$ cat config.mk
export PLATFORM = sky130hd
export DESIGN_NAME = tx8b10b_sched
export DESIGN_NICKNAME = d
export VERILOG_FILES = /design/src/rtl/tx8b10b_pkg.sv /design/src/rtl/tx8b10b_skip_timer.sv /design/src/rtl/tx8b10b_sched.sv
export SDC_FILE = /design/constraint.sdc
export NUM_CORES = 1
export LEC_CHECK = 0
export ABC_AREA = 0
export ABC_CLOCK_PERIOD_IN_PS = 3190
export CAP_MARGIN = 20
export CELL_PAD_IN_SITES_DETAIL_PLACEMENT = 0
export CELL_PAD_IN_SITES_GLOBAL_PLACEMENT = 2
export CORE_ASPECT_RATIO = 0.7
export CORE_MARGIN = 5
export CORE_UTILIZATION = 34
export CTS_CLUSTER_DIAMETER = 50
export DETAILED_ROUTE_END_ITERATION = 6
export GPL_TIMING_DRIVEN = 0
export PLACE_DENSITY_LB_ADDON = 0.1
export SYNTH_ARGS = -nofsm -noshare
export SYNTH_HDL_FRONTEND = slang
export SYNTH_SLANG_ARGS = --single-unit
$ cat constraint.sdc
create_clock -name clk -period 3.19 [get_ports clk]
set_input_delay 0.638 -clock clk [delete_from_list [all_inputs] [get_ports clk]]
set_output_delay 0.638 -clock clk [all_outputs]
set_load 0.05 [all_outputs]
$ cat src/rtl/tx8b10b_pkg.sv
// tx8b10b_pkg: character codes and FSM states shared by the 8b/10b transmit scheduler
package tx8b10b_pkg;

    localparam logic [7:0] K_COMMA = 8'hBC;
    localparam logic [7:0] K_SOF   = 8'hFB;
    localparam logic [7:0] K_EOF   = 8'hFD;
    localparam logic [7:0] K_FILL  = 8'hF7;
    localparam logic [7:0] K_SKIP  = 8'h1C;

    typedef enum logic [2:0] {ALIGN, IDLE, SKIP, DATA, EOF} state_t;

    function automatic logic [7:0] sat_inc8(input logic [7:0] v);
        return (v == 8'hFF) ? v : v + 8'd1;
    endfunction

endpackage

$ cat src/rtl/tx8b10b_skip_timer.sv
// tx8b10b_skip_timer: free-running clock-compensation timer with a sticky skip request
module tx8b10b_skip_timer #(
    parameter int SKIP_INTERVAL = 1024
) (
    input  logic clk,
    input  logic reset,
    input  logic en,
    input  logic clr,
    output logic pend
);

    localparam int W = $clog2(SKIP_INTERVAL + 1);

    logic [W-1:0] cnt;
    logic         expire;

    assign expire = en && (cnt == W'(SKIP_INTERVAL - 1));

    // an expiry while a request is already pending merges into it
    always_ff @(posedge clk) begin
        if (reset) begin
            cnt  <= '0;
            pend <= 1'b0;
        end else begin
            if (en)
                cnt <= expire ? '0 : cnt + W'(1);
            pend <= expire | (pend & ~clr);
        end
    end

endmodule

$ cat src/rtl/tx8b10b_sched.sv
// tx8b10b_sched: per-clock character scheduler feeding the 8b/10b encoder k/eb inputs.
// Define TX_SKIP_EN to enable periodic K28.0 clock-compensation skip sequences.
module tx8b10b_sched
    import tx8b10b_pkg::*;
#(
    parameter int ALIGN_CNT     = 16,
    parameter int IFG_MIN       = 2,
    parameter int SKIP_INTERVAL = 1024,
    parameter int SKIP_LEN      = 2,
    parameter int CNT_W         = 16
) (
    input  logic             clk,
    input  logic             reset,
    input  logic             link_en,
    input  logic             s_valid,
    input  logic [7:0]       s_data,
    input  logic             s_last,
    output logic             s_ready,
    output logic             enc_k,
    output logic [7:0]       enc_eb,
    output logic             busy,
    output logic [CNT_W-1:0] fill_cnt,
    output logic [CNT_W-1:0] pkt_cnt
);

    state_t      state, state_n;
    logic [15:0] align_cnt, align_n;
    logic [7:0]  ifg_cnt, ifg_n;
    logic [7:0]  eb_n;
    logic        k_n, busy_n, fill_inc, pkt_inc, skip_pend;

`ifdef TX_SKIP_EN
    logic [7:0] skip_cnt, skip_n;
    logic       skip_clr;

    tx8b10b_skip_timer #(.SKIP_INTERVAL(SKIP_INTERVAL)) u_skip_timer (
        .clk   (clk),
        .reset (reset),
        .en    (state != ALIGN),
        .clr   (skip_clr),
        .pend  (skip_pend)
    );

    always_ff @(posedge clk) begin
        if (reset)
            skip_cnt <= '0;
        else
            skip_cnt <= skip_n;
    end
`else
    logic unused_skip_cfg;
    assign unused_skip_cfg = (SKIP_INTERVAL > 0) && (SKIP_LEN > 0);
    assign skip_pend       = 1'b0;
`endif

    assign s_ready = (state == DATA);

    always_comb begin
        state_n  = state;
        align_n  = align_cnt;
        ifg_n    = ifg_cnt;
        k_n      = 1'b1;
        eb_n     = K_COMMA;
        busy_n   = 1'b0;
        fill_inc = 1'b0;
        pkt_inc  = 1'b0;
`ifdef TX_SKIP_EN
        skip_n   = skip_cnt;
        skip_clr = 1'b0;
`endif
        case (state)
            ALIGN: begin
                if (!link_en) begin
                    align_n = '0;
                end else if (align_cnt == 16'(ALIGN_CNT - 1)) begin
                    align_n = '0;
                    ifg_n   = 8'(IFG_MIN);
                    state_n = IDLE;
                end else begin
                    align_n = align_cnt + 16'd1;
                end
            end
            IDLE: begin
                if (!link_en) begin
                    align_n = '0;
                    state_n = ALIGN;
                end else if (skip_pend) begin
                    ifg_n   = sat_inc8(ifg_cnt);
                    state_n = SKIP;
                end else if (s_valid && ifg_cnt >= 8'(IFG_MIN)) begin
                    eb_n    = K_SOF;
                    busy_n  = 1'b1;
                    state_n = DATA;
                end else begin
                    ifg_n = sat_inc8(ifg_cnt);
                end
            end
`ifdef TX_SKIP_EN
            SKIP: begin
                eb_n  = K_SKIP;
                ifg_n = sat_inc8(ifg_cnt);
                if (skip_cnt == 8'(SKIP_LEN - 1)) begin
                    skip_n   = '0;
                    skip_clr = 1'b1;
                    state_n  = IDLE;
                end else begin
                    skip_n = skip_cnt + 8'd1;
                end
            end
`endif
            DATA: begin
                busy_n = 1'b1;
                if (s_valid) begin
                    k_n  = 1'b0;
                    eb_n = s_data;
                    if (s_last)
                        state_n = EOF;
                end else begin
                    eb_n     = K_FILL;
                    fill_inc = 1'b1;
                end
            end
            EOF: begin
                busy_n  = 1'b1;
                eb_n    = K_EOF;
                pkt_inc = 1'b1;
                ifg_n   = '0;
                state_n = IDLE;
            end
            default: state_n = ALIGN;
        endcase
    end

    // busy is registered with the character so it covers SOF through EOF on the wire
    always_ff @(posedge clk) begin
        if (reset) begin
            state     <= ALIGN;
            align_cnt <= '0;
            ifg_cnt   <= '0;
            enc_k     <= 1'b1;
            enc_eb    <= K_COMMA;
            busy      <= 1'b0;
            fill_cnt  <= '0;
            pkt_cnt   <= '0;
        end else begin
            state     <= state_n;
            align_cnt <= align_n;
            ifg_cnt   <= ifg_n;
            enc_k     <= k_n;
            enc_eb    <= eb_n;
            busy      <= busy_n;
            if (fill_inc && fill_cnt != '1)
                fill_cnt <= fill_cnt + CNT_W'(1);
            if (pkt_inc)
                pkt_cnt <= pkt_cnt + CNT_W'(1);
        end
    end

endmodule

==> Word level (Yosys, flattened, before mapping) <==
Cells that the tools add are included.
{ "op_classes": {"add_sub_neg": 4, "reduce_logical": 10, "n_lt_le_gt_ge": 1, "mux": 27, "bitwise_logic": 1, "div_mod_pow": 0, "n_eq_ne": 15, "multipliers": 0, "shifts": 0} }
{ "ops": {"columns": ["cell", "count"], "rows": [
  ["16-bit by 1-bit adder with 16-bit output, second input constant", 3],
  ["16-bit 2-to-1 mux", 3],
  ["8-bit 2-to-1 mux", 6],
  ["8-bit one-hot mux with 3 select lines", 2],
  ["16-bit one-hot mux with 2 select lines", 1],
  ["3-bit 2-to-1 mux", 6],
  ["16-bit by 4-bit equality test with 1-bit output, second input constant", 1],
  ["16-bit inequality test, second input constant", 1],
  ["2-bit inequality test, second input constant", 8],
  ["7-bit 2-to-1 mux", 2],
  ["3-bit one-hot mux with 4 select lines", 1],
  ["8-bit by 1-bit adder with 8-bit output, second input constant", 1],
  ["8-bit equality test, second input constant", 1],
  ["8-bit by 2-bit greater-or-equal comparator with 1-bit output, second input constant", 1],
  ["6-bit AND reduction", 1],
  ["1-bit 2-to-1 mux", 5],
  ["5-bit AND reduction", 1],
  ["2-bit OR reduction", 2],
  ["3-bit by 1-bit equality test with 1-bit output, second input constant", 1],
  ["3-bit by 2-bit equality test with 1-bit output, second input constant", 1],
  ["3-bit equality test, second input constant", 1],
  ["3-bit zero test", 1],
  ["3-bit inequality test, second input constant", 1],
  ["3-bit nonzero test", 1],
  ["other kinds (5)", 6]
]} }
{ "word_totals": {"reg_bits": 69, "ram_bits": 0, "latch_bits": 0, "output_inout_bits": 43, "memories": 0, "mem_bits_ro": 0, "inputBits": 13} }

==> Longest topological paths before layout <==
{ "depth": {"word_depth": 5, "ltp_mapped": 7, "mapped_depth_nobuf": 7} }

==> Worst setup path before layout <==
Ideal clock, no wire load.
{ "synth_timing": {"path_type": "in2reg", "start": "in link_en", "end": "reg align_cnt[15]", "t_arrival_ns": 1.942, "stages": 5, "slack_ns": 1.179, "setup_ns": 0.070, "required_time_ns": 3.120, "path_cell_list": "buf_2 > a211oi_2 > nand2_1 > or4_1 > a21oi_1"} }
{ "synth_between": {"elab_chain_cells": 2} }
{ "synth_rtl": {"columns": ["item", "line", "rtl"], "rows": [
  ["start: declaration", "tx8b10b_sched.sv:14", "input logic link_en,"],
  ["16-bit 2-to-1 mux / 2-bit inequality test (equally long branches)", null, null],
  ["16-bit one-hot mux with 2 select lines / 2-bit AND reduction (equally long branches)", null, null],
  ["end signal: assignment", "tx8b10b_sched.sv:147", "align_cnt <= align_n;"],
  ["end: declaration", "tx8b10b_sched.sv:27", "logic [15:0] align_cnt, align_n;"]
]} }
Several ways; a longest one is shown, not always the timed one.
A chain may end at the register's enable or synchronous reset.

==> Final worst setup path <==
{ "layout_timing": {"start": "reg state[0]", "end": "out s_ready"} }
{ "layout_between": {"elab_chain_cells": 1} }
{ "layout_rtl": {"columns": ["item", "line", "rtl"], "rows": [
  ["start: declaration", "tx8b10b_sched.sv:26", "state_t state, state_n;"],
  ["start signal: assignment", "tx8b10b_sched.sv:146", "state <= state_n;"],
  ["3-bit by 2-bit equality test with 1-bit output", "tx8b10b_sched.sv:56", "assign s_ready = (state == DATA);"],
  ["end: declaration", "tx8b10b_sched.sv:18", "output logic s_ready,"]
]} }
No other way between the ends.

==> results.env <==
POST_LAYOUT_NONFILLER_INSTANCES=558
GRT_ANTENNA_BEFORE_REPAIR=0
IOS=56
FIN_CRIT_NS=2.92
WORST-PATH-BUF-INV=3
SYNTH.AREA.TOP_CELLS='sky130_fd_sc_hd__dfxtp_1 42%, sky130_fd_sc_hd__nor2_1 5.5%, sky130_fd_sc_hd__xor2_1 4.8%'
CTS_HOLD_BUFFERS=0
SYNTHESIZED_CELL_AREA_SQ_UM=3250
POSTSYNTHAREAPERCELL_SQ_UM=8.91
RSZ0062_AT_GRT='no'
WORST_EP_ARRIVAL_TIME_NS=2.28
FIN_NETS=447
POSTSYNTH.TOPFLOPCELL='sky130_fd_sc_hd__dfxtp_1'
CTS_SINK_CNT=69
WORST_HOLD_SLACK_NS=0.499
EFFECTIVE_UTILIZATION_AT_FLOORPLAN=0.354
FF_LATCH_AREA_SQ_UM=1380
WIRE_PER_INST_MICRONS=14.8
ANTENNA_LEFT=0
CLKTRANSATPATHREGS_NS=0.06
MULTIINPUTGATEAREA_SQ_UM=1800
FP.DIEAREA_SQ_UM=11700
VIAS=2843
VIAS_PER_CELL=5.09
DR.FIRST_ITER.DRC_COUNT=192
CRITICAL_PATH.CELL_CHAIN='buf_2 -> nor2b_1 -> nand2_1 -> inv_1 -> clkdlybuf4s50_1'
POWER.DENSITY_nW_PER_UM2=451
REG2REGPATHDEPTH=7
CORE-AREA_SQ_UM=9180
AREA_GROWTH_PCT=30.1
RUN_STATUS='finished clean'
SYN-NUM-NETS=383
HOLDPATHSTAGES=1
DIE_H_MICRONS=91.8
SYNTHDISTINCTLIBCELLS=52
TOTAL_ROUTED_LENGTH_MICRONS=8280
POST-ROUTE-UTIL=0.461
CP_TOP_FAMILY='buffers and inverters'
CTSROOTBUFFERMASTER='sky130_fd_sc_hd__clkbuf_16'
TIMING_MAX_TRANSITION_VIOLATIONS_FINAL=0
MIN_PERIOD_OVER_PERIOD=0.914
HPWL_MICRONS=5930
SETUP_TOTAL_NEGATIVE_SLACK_NS=0
FIRST_GLOBAL_VIAS=2822
YOSYS.AREA.TOP_TYPE_SHARE=0.425
IR_WORST_VDD_uV=293
CTS_RESIZED=0
TIMING.CRITICAL_PATH.DEPTH=5
CRITICAL_PATH.MAX_FANOUT=10
CTS.REPAIR_TIMING.SETUP_BUFFER_COUNT=0
TIMING.CRITICAL_PATH.FROM_TYPE='flop'
HOLD_VIOL=0
CRIT_PATH_MAX_INCR_DELAY_NS=0.84
CLOCK_PATH_BUFFERS=2
SYNTH-SEQ-AREA-SHARE=0.425
DPL.CELL_COUNT=542
GRT_USE_TOTAL=0.148
GLOBALROUTEOVERFLOWTOTAL=0
TRITONCTS='done'
WORSTSETUPENDPOINTTYPE='output pin'
CTS-HTREE-LEVELS=3
GRT_PASS1_WL_MICRONS=14000
TIMING.CRITICAL_PATH.REQUIRED_NS=2.55
FINAL_LAYOUT_SIZE_SUFFIX_GT1_FRAC=0.0691
MAX_SLEW.WORST_PIN.SLEW_NS=0.621
SYNTHMOSTINSTANTIATEDCELL='sky130_fd_sc_hd__dfxtp_1'
FINAL_AREA_SQ_UM=4230
HOLD_CLASS='flop to flop'
POSTPLACECELLAREA_SQ_UM=3940
FLOORPLAN.ROWS=29
CRITPATHKIND='flop to output pin'
ACHIEVABLE-FREQUENCY_MHz=343
MAX_SLEW_MARGIN=0.585
FIRSTDRTPASSITERS=4
REG2REG_SETUP_SLACK_NS=1.19
CLK_LATENCY_NS=0.34
FINALWEIGHTEDCONGESTION=0.830
GRT_START_MAX_NET_PINS=12
DIE_WIDTH_MICRONS=127
FINALCLOCKSKEW_NS=0.00471
SYNTH-EDFF-COUNT=0
TRITONCTS.NUM_BUFFERS=9
ANTENNA_CELLS_INSERTED=0
ASYNC_SET_OR_RESET_REGISTER_RATIO_AFTER_SYNTHESIS=0
REMAINING_DRC_ERRORS=0
BUFFER_PORTS.INSERTED=53
SYNTH_WARNINGS=0
SYNTH_AREA_LEADER_CELL='sky130_fd_sc_hd__dfxtp_1'
YS_TOP_CELLS_BY_COUNT='69 x sky130_fd_sc_hd__dfxtp_1, 48 x sky130_fd_sc_hd__nor2_1, 31 x sky130_fd_sc_hd__nand2_1'
YOSYS_REGISTER_BITS=69
POWER.STATIC_LEAKAGE_nW=1.43
COUNT_OF_FINAL_SETUP_VIOLATORS=0
POST_SYNTHESIS_INSTANCE_TOTAL=365
MAXCAPVIOLCOUNT=0
LAYOUT.FILLER_CELLS=938
CRITICAL-PATH-SLOWEST-CELL='sky130_fd_sc_hd__clkdlybuf4s50_1'
==> cell type report <==
| type | instances | share of cell area |
|---|---|---|
| plain buffers | 14 | 0.0142 |
| clock buffers | 12 | 0.0582 |
| clock inverters | 4 | 0.0112 |
| inverters | 4 | 0.00355 |
| multi-input cells | 278 | 0.424 |
| flip-flops and latches | 69 | 0.326 |
| well taps | 124 | 0.0367 |
| repair buffers | 53 | 0.125 |
==> state kept, by name, summed over array words and instances, names as in the netlist <==
register	cells
align_cnt	16
fill_cnt	16
ifg_cnt	8
pkt_cnt	16
enc_eb	8
state	3
busy	1
enc_k	1
==> cells in the final DEF, fill, tap and decap left out, types with 2 or more instances in the layout <==
| cell | n |
|---|---|
| sky130_fd_sc_hd__a31oi_1 | 3 |
| sky130_fd_sc_hd__nor3_1 | 7 |
| sky130_fd_sc_hd__a21oi_1 | 21 |
| sky130_fd_sc_hd__and4b_1 | 2 |
| sky130_fd_sc_hd__buf_2 | 6 |
| sky130_fd_sc_hd__nor4_2 | 3 |
| sky130_fd_sc_hd__and4_1 | 5 |
| sky130_fd_sc_hd__a211o_1 | 2 |
| sky130_fd_sc_hd__and3_1 | 10 |
| sky130_fd_sc_hd__or4_1 | 2 |
| sky130_fd_sc_hd__clkbuf_16 | 9 |
| sky130_fd_sc_hd__o21ai_0 | 5 |
| sky130_fd_sc_hd__nor2b_1 | 3 |
| sky130_fd_sc_hd__o21bai_1 | 2 |
| sky130_fd_sc_hd__nand4_1 | 15 |
| sky130_fd_sc_hd__or2_1 | 3 |
| sky130_fd_sc_hd__dfxtp_1 | 69 |
| sky130_fd_sc_hd__nand3_1 | 11 |
| sky130_fd_sc_hd__xnor2_1 | 17 |
| sky130_fd_sc_hd__mux2i_1 | 4 |
| sky130_fd_sc_hd__inv_1 | 4 |
| sky130_fd_sc_hd__nor3b_1 | 3 |
| sky130_fd_sc_hd__a311oi_1 | 9 |
| sky130_fd_sc_hd__nor2_1 | 48 |
| sky130_fd_sc_hd__ha_1 | 5 |
| sky130_fd_sc_hd__xor2_1 | 18 |
| sky130_fd_sc_hd__a211oi_1 | 5 |
| sky130_fd_sc_hd__clkinv_2 | 2 |
| sky130_fd_sc_hd__clkbuf_1 | 9 |
| sky130_fd_sc_hd__nor4_1 | 6 |
| sky130_fd_sc_hd__a41oi_1 | 3 |
| sky130_fd_sc_hd__o21ai_1 | 4 |
| sky130_fd_sc_hd__nand4b_1 | 2 |
| sky130_fd_sc_hd__nand2b_1 | 6 |
| sky130_fd_sc_hd__o31ai_1 | 2 |
| sky130_fd_sc_hd__nor3b_2 | 2 |
| sky130_fd_sc_hd__or3_1 | 4 |
| sky130_fd_sc_hd__clkdlybuf4s50_1 | 53 |
| sky130_fd_sc_hd__nand2_1 | 31 |
==> power breakdown <==
part / internal (mW) / switching [mW] / leakage (nW) / total [mW]
clock network: 0.624 / 0.373 / 0.143 / 0.997
registers: 0.864 / 0.00153 / 0.556 / 0.865
logic: 0.0191 / 0.0267 / 0.736 / 0.0458
==> metal layers <==
metal	part of all wire	vias to the layer above	track usage
li1	-	1459	-
met1	0.54	1315	0.211
met2	0.40	60	0.210
met3	0.049	9	0.0505
met4	0.012	0	0.0455
met5	0	-	0
==> final timing paths <==
path,from,to
hold reg to reg,align_cnt[0],align_cnt[0]
setup reg to reg,state[0],align_cnt[2]
hold / removal,align_cnt[0],align_cnt[0]
setup / recovery,state[0],s_ready
==> cells by family (layout without fill, tap and decap cells) <==
group / Yosys count / in the layout / synth area share
compound gates: 64 / 64 / 0.138
buf+inv: 18 / 87 / 0.0231
flops: 69 / 69 / 0.425
mux: 4 / 4 / 0.0123
fa+ha+maj: 5 / 5 / 0.0192
simple gates: 170 / 170 / 0.288
xor+xnor: 35 / 35 / 0.0943
==> through the flow <==
stage	total power, mW	worst slack (ns)
floorplan	0.906	1.18
finish	1.91	0.274
global placement	0.930	0.542
detailed placement	0.931	0.521
CTS	1.94	0.254
global route	1.98	0.107
==> worst register-to-register path, stage by stage, from the launching register on <==
cell and delay, ns:
sky130_fd_sc_hd__dfxtp_1 0.30, sky130_fd_sc_hd__buf_2 0.22, sky130_fd_sc_hd__nor3b_1 0.28, sky130_fd_sc_hd__clkbuf_1 0.41
sky130_fd_sc_hd__nor3b_1 0.14, sky130_fd_sc_hd__o21bai_1 0.21, sky130_fd_sc_hd__buf_2 0.25, sky130_fd_sc_hd__nor2_1 0.08
(Power assumes the default switching activity.)
